===== config.mk =====
export PLATFORM = sky130hd
export DESIGN_NAME = keypad_scanner
export DESIGN_NICKNAME = d
export VERILOG_FILES = /design/src/rtl/keypad_pkg.sv /design/src/rtl/keypad_scan_next_state.sv /design/src/rtl/keypad_scanner.sv
export SDC_FILE = /design/constraint.sdc
export NUM_CORES = 1
export LEC_CHECK = 0
export ABC_AREA = 1
export CORE_UTILIZATION = 53
export CTS_CLUSTER_SIZE = 20
export DETAILED_ROUTE_END_ITERATION = 7
export HOLD_SLACK_MARGIN = 0.02
export PLACE_DENSITY_LB_ADDON = 0.12
export REMOVE_ABC_BUFFERS = 1
export SLEW_MARGIN = 20
export SYNTH_ARGS = -nofsm -noshare
export SYNTH_HDL_FRONTEND = slang
export SYNTH_SLANG_ARGS = --single-unit
export TNS_END_PERCENT = 5

===== constraint.sdc =====
create_clock -name clk -period 1.6 [get_ports clk]
set_input_delay 0.32 -clock clk [delete_from_list [all_inputs] [get_ports clk]]
set_output_delay 0.32 -clock clk [all_outputs]
set_load 0.01 [all_outputs]

===== src/rtl/keypad_pkg.sv =====
// Shared types and sizing helpers for the keypad scanner.
package keypad_pkg;

    typedef enum logic [2:0] {
        ST_SCAN,
        ST_DEBOUNCE,
        ST_PRESS,
        ST_HOLD,
        ST_RELEASE
    } keypad_state_t;

    // Index width that never collapses to zero bits for a count of one.
    function automatic int unsigned idx_w(input int unsigned n);
        return (n > 1) ? $clog2(n) : 1;
    endfunction

endpackage


===== src/rtl/keypad_scan_next_state.sv =====
// Next-state, row-advance and counter decode for the keypad scanner FSM.
module keypad_scan_next_state
    import keypad_pkg::*;
#(
    parameter int NROWS           = 4,
    parameter int NCOLS           = 4,
    parameter int SETTLE_CYCLES   = 2,
    parameter int DEBOUNCE_CYCLES = 4,
    localparam int RW   = idx_w(NROWS),
    localparam int CW   = idx_w(NCOLS),
    localparam int MAXC = (SETTLE_CYCLES > DEBOUNCE_CYCLES) ? SETTLE_CYCLES : DEBOUNCE_CYCLES,
    localparam int CNTW = idx_w(MAXC)
) (
    input  keypad_state_t    state,
    input  logic [RW-1:0]    r,
    input  logic [CNTW-1:0]  cnt,
    input  logic [CW-1:0]    c,
    input  logic [NCOLS-1:0] cols_s,
    output keypad_state_t    state_nxt,
    output logic [RW-1:0]    r_nxt,
    output logic [CNTW-1:0]  cnt_nxt,
    output logic [CW-1:0]    c_nxt,
    output logic             load_code,
    output logic             key_valid,
    output logic             key_held,
    output logic             key_release
);

    localparam logic [CNTW-1:0] SETTLE_LAST = CNTW'(SETTLE_CYCLES - 1);
    localparam logic [CNTW-1:0] DEB_LAST    = CNTW'(DEBOUNCE_CYCLES - 1);
    localparam logic [RW-1:0]   R_LAST      = RW'(NROWS - 1);

    logic [RW-1:0] r_adv;
    logic [CW-1:0] low_col;
    logic          c_high;

    // Descending walk so the lowest set column is the last one written.
    always_comb begin
        low_col = '0;
        for (int i = NCOLS - 1; i >= 0; i--) begin
            if (cols_s[i]) low_col = CW'(i);
        end
    end

    assign r_adv  = (r == R_LAST) ? '0 : r + RW'(1);
    assign c_high = cols_s[c];

    always_comb begin
        state_nxt   = state;
        r_nxt       = r;
        cnt_nxt     = cnt;
        c_nxt       = c;
        load_code   = 1'b0;
        key_valid   = 1'b0;
        key_held    = 1'b0;
        key_release = 1'b0;
        unique case (state)
            ST_SCAN: begin
                if (cnt == SETTLE_LAST) begin
                    cnt_nxt = '0;
                    if (cols_s == '0) begin
                        r_nxt = r_adv;
                    end else begin
                        c_nxt     = low_col;
                        state_nxt = ST_DEBOUNCE;
                    end
                end else begin
                    cnt_nxt = cnt + CNTW'(1);
                end
            end
            ST_DEBOUNCE: begin
                if (!c_high) begin
                    state_nxt = ST_SCAN;
                    r_nxt     = r_adv;
                    cnt_nxt   = '0;
                end else if (cnt == DEB_LAST) begin
                    state_nxt = ST_PRESS;
                    cnt_nxt   = '0;
                    load_code = 1'b1;
                end else begin
                    cnt_nxt = cnt + CNTW'(1);
                end
            end
            ST_PRESS: begin
                key_valid = 1'b1;
                key_held  = 1'b1;
                state_nxt = ST_HOLD;
            end
            // Row stays frozen here; only the captured column is watched.
            ST_HOLD: begin
                key_held = 1'b1;
                if (!c_high) begin
                    state_nxt = ST_RELEASE;
                    cnt_nxt   = '0;
                end
            end
            ST_RELEASE: begin
                key_held = 1'b1;
                if (c_high) begin
                    state_nxt = ST_HOLD;
                end else if (cnt == DEB_LAST) begin
                    key_release = 1'b1;
                    state_nxt   = ST_SCAN;
                    r_nxt       = r_adv;
                    cnt_nxt     = '0;
                end else begin
                    cnt_nxt = cnt + CNTW'(1);
                end
            end
            default: state_nxt = ST_SCAN;
        endcase
    end

endmodule


===== src/rtl/keypad_scanner.sv =====
// Row-scanning matrix keypad controller with column synchronizer and debounce.
module keypad_scanner
    import keypad_pkg::*;
#(
    parameter int NROWS           = 4,
    parameter int NCOLS           = 4,
    parameter int SETTLE_CYCLES   = 2,
    parameter int DEBOUNCE_CYCLES = 4,
    localparam int KW = idx_w(NROWS * NCOLS)
) (
    input  logic             clk,
    input  logic             reset,
    input  logic [NCOLS-1:0] cols,
    output logic [NROWS-1:0] rows,
    output logic             key_valid,
    output logic [KW-1:0]    key_code,
    output logic             key_held,
    output logic             key_release
);

    localparam int RW   = idx_w(NROWS);
    localparam int CW   = idx_w(NCOLS);
    localparam int MAXC = (SETTLE_CYCLES > DEBOUNCE_CYCLES) ? SETTLE_CYCLES : DEBOUNCE_CYCLES;
    localparam int CNTW = idx_w(MAXC);

    logic [NCOLS-1:0] cols_p0, cols_p1;
    keypad_state_t    state, state_nxt;
    logic [RW-1:0]    r, r_nxt;
    logic [CNTW-1:0]  cnt, cnt_nxt;
    logic [CW-1:0]    c, c_nxt;
    logic             load_code;
    logic [KW-1:0]    code_nxt;

    // Stage p0/p1: two-flop synchronizer for the asynchronous column lines.
    always_ff @(posedge clk or negedge reset) begin
        if (!reset) begin
            cols_p0 <= '0;
            cols_p1 <= '0;
        end else begin
            cols_p0 <= cols;
            cols_p1 <= cols_p0;
        end
    end

    keypad_scan_next_state #(
        .NROWS          (NROWS),
        .NCOLS          (NCOLS),
        .SETTLE_CYCLES  (SETTLE_CYCLES),
        .DEBOUNCE_CYCLES(DEBOUNCE_CYCLES)
    ) u_next (
        .state      (state),
        .r          (r),
        .cnt        (cnt),
        .c          (c),
        .cols_s     (cols_p1),
        .state_nxt  (state_nxt),
        .r_nxt      (r_nxt),
        .cnt_nxt    (cnt_nxt),
        .c_nxt      (c_nxt),
        .load_code  (load_code),
        .key_valid  (key_valid),
        .key_held   (key_held),
        .key_release(key_release)
    );

    assign code_nxt = KW'(r) * KW'(NCOLS) + KW'(c);

    // Code loads on the debounce->press edge so it is already valid during PRESS.
    always_ff @(posedge clk or negedge reset) begin
        if (!reset) begin
            state    <= ST_SCAN;
            r        <= '0;
            cnt      <= '0;
            c        <= '0;
            key_code <= '0;
        end else begin
            state <= state_nxt;
            r     <= r_nxt;
            cnt   <= cnt_nxt;
            c     <= c_nxt;
            if (load_code) key_code <= code_nxt;
        end
    end

    assign rows = NROWS'(1) << r;

endmodule

==> results.txt, run 1 <==
- Outcome: finished, violations left
* Violated checks: setup timing
* Overflow left after global routing: 0
* Setup slack after placement: -0.187 ns
- STA puts the critical path data required time at 1.28 ns.
- The synthesized design contains 21 register bits.
* Final number of max-transition violations: 0
* Fraction of the cycle the final worst path needs: 106%
* Vias in the first global route: 1084
- Leakage dissipation: 0.893 nW
* Number of search-and-repair iterations in the first detailed-routing pass: 4
* Worst Clk Skew: 0.000808 ns
* Die boundary height: 49.6 µm
* Cell occurring most often along the worst timing path: inv_2
- CTS sink cnt: 21
- Core box area: 2040 µm²
- The floorplan step defined a die boundary enclosing 2460 µm².
* Total of fill cells in the finished design: 154
* Clock tree root driver cell: clkbuf_4
- For the worst setup path, the data arrival time is 1.38 ns.
- Routed vias/inst: 5.03
- Synthesis-to-layout area growth: 36.1%
* Worst skew pair latency: 0.31 ns
- In the final routed layout, each cell accounts on average for 12.5 µm.
- In this run the horizontal extent of the chip is 49.6 µm.
- Worst setup margin: -0.0969 ns
- Avg Inst Size Synth: 8.69 µm²
* Worst Max-Slew Pin Slew: 0.276 ns
- Clock-pin slew was measured on the worst setup and hold paths at 0.13 ns.
- Among all stages on the critical path, the largest delay is contributed by dfrtp_1.
* Layout Cell Area excl Fill: 1630 µm²
- Crit path cell chain: inv_2 > nand2_2 > nand3_2 > nand2_4 > inv_2 > nor4_2 > buf_2
- After synthesis the cells add up to 1200 µm².
- Global routing used 24.6% of the available tracks.
* Synthesized instance count: 138
* Relative max-transition margin: 81.4%
- After clock tree synthesis, the flow added hold-fix buffers numbering 0.
* Post-Layout Cell Count: 211
- In this run the worst path has a maximum fanout of 4.
* Starting Density: 58.8%
- Number of max-cap violations: 0
* Final worst path period need: 1.70 ns
- Hpwl dp: 1.96 mm
- By startpoint and endpoint, the worst setup path is classified as flip-flop to primary output.
- Worst hold margin: 0.324 ns
- 17 I/O pins were placed.
* Dpl cell area: 1540 µm²
* TritonCTS clock tree: done
- Count of unique library cells instantiated by Yosys: 22
- Count of final setup violators: 1
- Entering global routing, the biggest net connects 22 pins.
* DRC violation count after routing: 0
- Registers take 526 µm².
- The longest clock path from root to sink contains 2 buffers.
- The first global-routing pass estimated 4.57 mm of wire.
* Count of buffers inserted at the top-level ports: 16
- The number of antenna violations at the first check in global routing is 0.
* Sequential share of the synthesized area: 43.8%
* Top achievable clock speed: 589 MHz
* Hold Crit Class: input port to async pin
- Once detail routing completed, the nets flagged for antenna violations numbered 0.
- Ratio of cells with drive above 1 in the final layout: 37.5%
- Core Rows: 16
- Number of nets in the finished design: 199
- Buffers inserted during clock tree synthesis total 3.
- Iteration-0 DRC Markers: 17
* Slowest cell delay on critical path: 0.42 ns
- The number of antenna diodes in the final layout is 0.
- STA classifies the critical path startpoint as a flip-flop.
* RSZ-0062 raised after global routing: yes
- Total placed cells including tap cells: 201
* Vias post-DR: 1061
- Yosys printed 0 warnings.
* PD cells: 1800 nW/µm²
- Crit end category: primary output
* Global placement routability congestion: 0.859
* Area taken by multi-input logic gates: 616 µm²
* Fin. Hold Viols: 0
* Max H-tree Level: 1
- Worst ir drop on vdd: 1120 µV
* Final routed wirelength across all metal layers: 2.63 mm
==> where the power goes <==
part           internal [mW]  switching, mW
registers              0.673         0.0992
logic                  0.853           1.04
clock network         0.0954          0.178
==> critical path, delay by kind of cell, from the launching register on <==
family	cells	cell delay, ns
buf+inv	3	0.28
simple gates	4	0.37
flops	1	0.42
==> synth_stat cells <==
| cell type | instances | area [µm²] |
|---|---|---|
| a21oi_1 | 4 | 20.0 |
| a32oi_1 | 1 | 8.76 |
| dfrtp_1 | 21 | 526 |
| ha_1 | 8 | 100 |
| inv_1 | 16 | 60.1 |
| inv_2 | 6 | 22.5 |
| inv_4 | 1 | 6.26 |
| nand2_1 | 37 | 139 |
| nand2_2 | 1 | 6.26 |
| nand2_4 | 3 | 33.8 |
| nand3_1 | 11 | 55.1 |
| nand3_2 | 2 | 20.0 |
| nand4_1 | 4 | 25.0 |
| nor2_1 | 7 | 26.3 |
| nor2_4 | 3 | 33.8 |
| nor2_8 | 1 | 20.0 |
| nor3_1 | 1 | 5.00 |
| nor4_1 | 1 | 6.26 |
| o21ai_1 | 2 | 10.0 |
| o21ai_2 | 6 | 52.6 |
| o21ai_4 | 1 | 16.3 |
| o31ai_1 | 1 | 7.51 |
==> sequential cells by signal, indices dropped and copies added, names as in the netlist <==
signal    flops
cols_p1       4
state         3
cnt           2
r             2
c             2
key_code      4
cols_p0       4
==> worst paths after layout <==
| path | start | end | slack [ns] | cells after the start |
|---|---|---|---|---|
| hold / removal | reset | cols_p0[3]$_DFF_PN0_ | 0.32 | 2 |
| setup / recovery | c[0]$_DFFE_PN0P_ | key_release | -0.1 | 7 |
| min in group clk | cols_p0[2]$_DFF_PN0_ | cols_p1[2]$_DFF_PN0_ | 0.36 | 0 |
| hold reg to reg | cols_p0[2]$_DFF_PN0_ | cols_p1[2]$_DFF_PN0_ | 0.36 | 0 |
| setup reg to reg | state[2]$_DFFE_PN0P_ | key_code[0]$_DFFE_PN0P_ | 0.11 | 10 |
| max in group asynchronous | reset | state[0]$_DFFE_PN0P_ | 1.06 | 2 |
==> logic make-up (layout without fill, tap and decap cells) <==
| logic type | after synthesis | in the layout | synth area share (%) |
|---|---|---|---|
| compound gates | 15 | 15 | 9.59 |
| fa+ha+maj | 8 | 8 | 8.34 |
| buf+inv | 23 | 69 | 7.40 |
| flops | 21 | 21 | 43.8 |
| simple gates | 71 | 71 | 30.9 |
==> cells in the final DEF, fill, tap and decap left out, drive strengths merged <==
cell type      netlist  layout
nand2               41      41
nand4                4       4
nor4                 1       1
clkinvlp             0       1
inv                 23      23
dfrtp               21      21
clkbuf               0       4
dlygate4sd2          0       1
o31ai                1       1
o21ai                9       9
nor2                11      11
buf                  0      31
a21oi                4       4
dlymetal6s2s         0       2
nor3                 1       1
nand3               13      13
clkdlybuf4s50        0       7
ha                   8       8
a32oi                1       1
==> layout make-up <==
class | instances | share of cell area (%)
Sequential cell | 21 | 32.2
Multi-Input combinational cell | 94 | 37.7
Clock buffer | 3 | 1.38
Tap cell | 27 | 2.07
Timing Repair Buffer | 42 | 20.6
Inverter | 23 | 5.59
Clock inverter | 1 | 0.460
==> metal layers <==
layer | GRT usage [%] | part of all wire (%) | wire length, µm
met1 | 28.6 | 43 | 1140
met2 | 42.6 | 50 | 1310
met3 | 7.10 | 5.9 | 156
met4 | 9.05 | 1.0 | 27
met5 | 0 | 0 | 0
==> metrics by stage <==
step	util (%)	power [mW]	setup TNS (ns)
3_3_place_gp	75.6	2.47	-0.163
5_1_grt	80.0	3.19	-0.227
6_report	80.0	2.94	-0.0969
3_5_place_dp	75.6	2.54	-0.187
4_1_cts	78.2	2.86	-0.124
2_1_floorplan	-	1.84	0
==> repair_timing <==
item | CTS | global route
endpoints found under the setup margin | 7 | 11
buffers inserted | 5 | 1
cloned | 0 | 0
resized for setup | 25 | 14
No activity file was read; power rests on OpenSTA's default activity.
==> run 2, diff against run 1 <==
- CAP_MARGIN: not set -> 5
- TNS_END_PERCENT: 5 -> not set
==> run 2 against run 1 <==
Net effect: the flow still finishes with violations (setup timing); critical path depth stayed put; sequential power fell by 0.8%; sequential cell count is the same; cell area rose by 1.5%; critical path type unchanged; largest cell class unchanged; highest routed layer unchanged.
==> results.txt, run 2 (synthesis results as in run 1) <==
- The run finished, with violations left.
* Final Core Density: 81.2%
* Leakage dissipation: 0.885 nW
- The final layout contains routed wiring with a total length of 2.65 mm.
* Sequential Area: 526 µm²
- Final worst path period need: 1.70 ns
- Worst skew pair latency: 0.31 ns
- Core box area: 2040 µm²
- Wire length of the first global-routing pass: 4.50 mm
- The initial utilization of the core area, before any placement, comes to 58.8%.
* Data arrival time of the critical path: 1.38 ns
- TritonCTS built the clock tree.
- Hold is met by 0.323 ns.
* Biggest registers after layout: cols_p0 x4, cols_p1 x4, key_code x4
- Reg2Reg Launch Point: state[2]$_DFFE_PN0P_
- Hold Crit Class: input port to async pin
* Die boundary height: 49.6 µm
* Vias in the first global route: 1087
- Counting along the longest clock path gives a buffer depth of 2.
- Clock edge transition at the registers on the reported setup and hold paths: 0.13 ns
* Total global routing track utilization: 24.4%
* Dpl cell area: 1540 µm²
- End of the worst register-to-register path: key_code[2]$_DFFE_PN0P_
- The detailed router placed 1083 vias in this run.
* Commonest non-fill, non-tap cell in the layout: nand2_1
- Top achievable clock speed: 590 MHz
- The final max-slew violation count came to 0.
- IR analysis of the VDD net gives a maximum drop of 1270 µV.
- Setup slack after placement: -0.187 ns
* Violated checks: setup timing
* Crit path launch: c[0]$_DFFE_PN0P_
- In this run the horizontal extent of the chip is 49.6 µm.
- After routing the design area is 1660 µm².
- In this run the power density over the cells is 1810 nW/µm².
- Number of search-and-repair iterations in the first detailed-routing pass: 4
- Crit path to: key_release
- Pin placement for this block handled 17 I/O pins.
* Clock tree root driver cell: clkbuf_4
- Pin count of the biggest net entering global routing: 22
* Fraction of the cycle the final worst path needs: 106%
- Area taken by multi-input logic gates: 626 µm²
* Top library cells by usage in the layout, fill and taps aside: 35 x nand2_1, 26 x buf_4, 21 x dfrtp_1
- Along the worst path, the maximum fanout reaches 4.
- Number of nets in the finished design: 201
- For flop-to-flop paths, the worst setup slack is 0.10 ns.
* Core Rows: 16
* DRC violation count after routing: 0
- Ratio of cells with drive above 1 in the final layout: 38.7%
* Count of buffers inserted at the top-level ports: 16
* Die ar.: 2460 µm²
- Worst Setup Start Kind: flip-flop
- For this design, the sink count on the clock tree is 21.
- Worst Clk Skew: 0.00192 ns
- Number of antenna violations at the first check in global routing: 0
- Post-Layout Cell Count: 213
* Total placed cells including tap cells: 201
- Clock tree synthesis inserted a total of 3 buffers.
- The total overflow left after global routing is 0.
* Crit end category: primary output
* Count of final setup violators: 1
* Data required, critical path: 1.28 ns
- Synthesis-to-layout area growth: 38.2%
- Total of fill cells in the finished design: 141
- Final total power: 3.01 mW
- Path depth of the worst reg2reg path: 10
- For the pin with the worst max-slew slack, the measured transition is 0.274 ns.
- RSZ-0062 raised after global routing: yes
* Iteration-0 DRC Markers: 20
- The setup path with the least slack is of type flip-flop to primary output.
- Hpwl dp: 1.96 mm
* Fin. Hold Viols: 0
- In this run the number of H-tree levels came out at 1.
- Measured against its own limit, the worst slew margin works out to 81.6%.
* Count of inserted antenna diode cells: 0
* Number of max-cap violations: 0
* Worst setup margin: -0.0957 ns
- Post-detailed-route wirelength per cell: 12.5 µm
- Post-route setup TNS: -0.0957 ns
- Routed vias/inst: 5.08
* ANT nets after route: 0
* Global placement routability congestion: 0.859
run 2: changes by cell type in the layout (fill, tap and decap cells not counted), sizes merged:
cell	previous run	this run
dlymetal6s2s	2	1
clkbuf	4	5
clkdlybuf4s50	7	8
dlygate4sd2	1	0
buf	31	33
run 2: repair_timing:
action,in CTS,in global routing
endpoints found under the setup margin,7,9
resized for setup,27,15
buffers inserted,7,2
hold buffers,0,0
endpoints found under the hold margin,0,0
run 2: worst max-delay path, stage by stage, from the launching register on:
cell and delay [ns]:
dfrtp_1 0.42, inv_2 0.08, nand2_2 0.06, nand3_2 0.09, nand2_4 0.09, inv_2 0.04
nor4_2 0.12, buf_2 0.16
run 2: worst min path at each step:
stage,start,slack (ns),cells after the start,end
after floorplan,reset,0.02,0,c[0]$_DFFE_PN0P_
after global placement,cols_p0[2]$_DFF_PN0_,0.33,0,cols_p1[2]$_DFF_PN0_
after detailed placement,cols_p0[2]$_DFF_PN0_,0.34,0,cols_p1[2]$_DFF_PN0_
after CTS,reset,0.34,2,cols_p1[0]$_DFF_PN0_
after global routing,reset,0.35,2,cols_p1[0]$_DFF_PN0_
final,reset,0.32,2,cols_p0[3]$_DFF_PN0_
run 2: power by group:
group          leakage (nW)  internal (mW)  switching [mW]
Sequential            0.262          0.673          0.0931
Combinational         0.609          0.903            1.07
Clock                0.0139         0.0954           0.178
Total                 0.885           1.67            1.34
run 2: routing by layer:
metal / share of wire (%) / wire, µm / track usage [%]
met5: 0 / 0 / 0
met4: 1.3 / 35 / 9.05
met3: 6.1 / 163 / 6.79
met2: 51 / 1350 / 43.2
met1: 42 / 1110 / 27.6
run 2: final cells by class:
class | instances | area share, %
clock inverters | 1 | 0.453
inverters | 23 | 5.51
flip-flops and latches | 21 | 31.7
repair buffers | 44 | 21.2
well taps | 27 | 2.04
multi-input cells | 94 | 37.7
clock buffers | 3 | 1.36
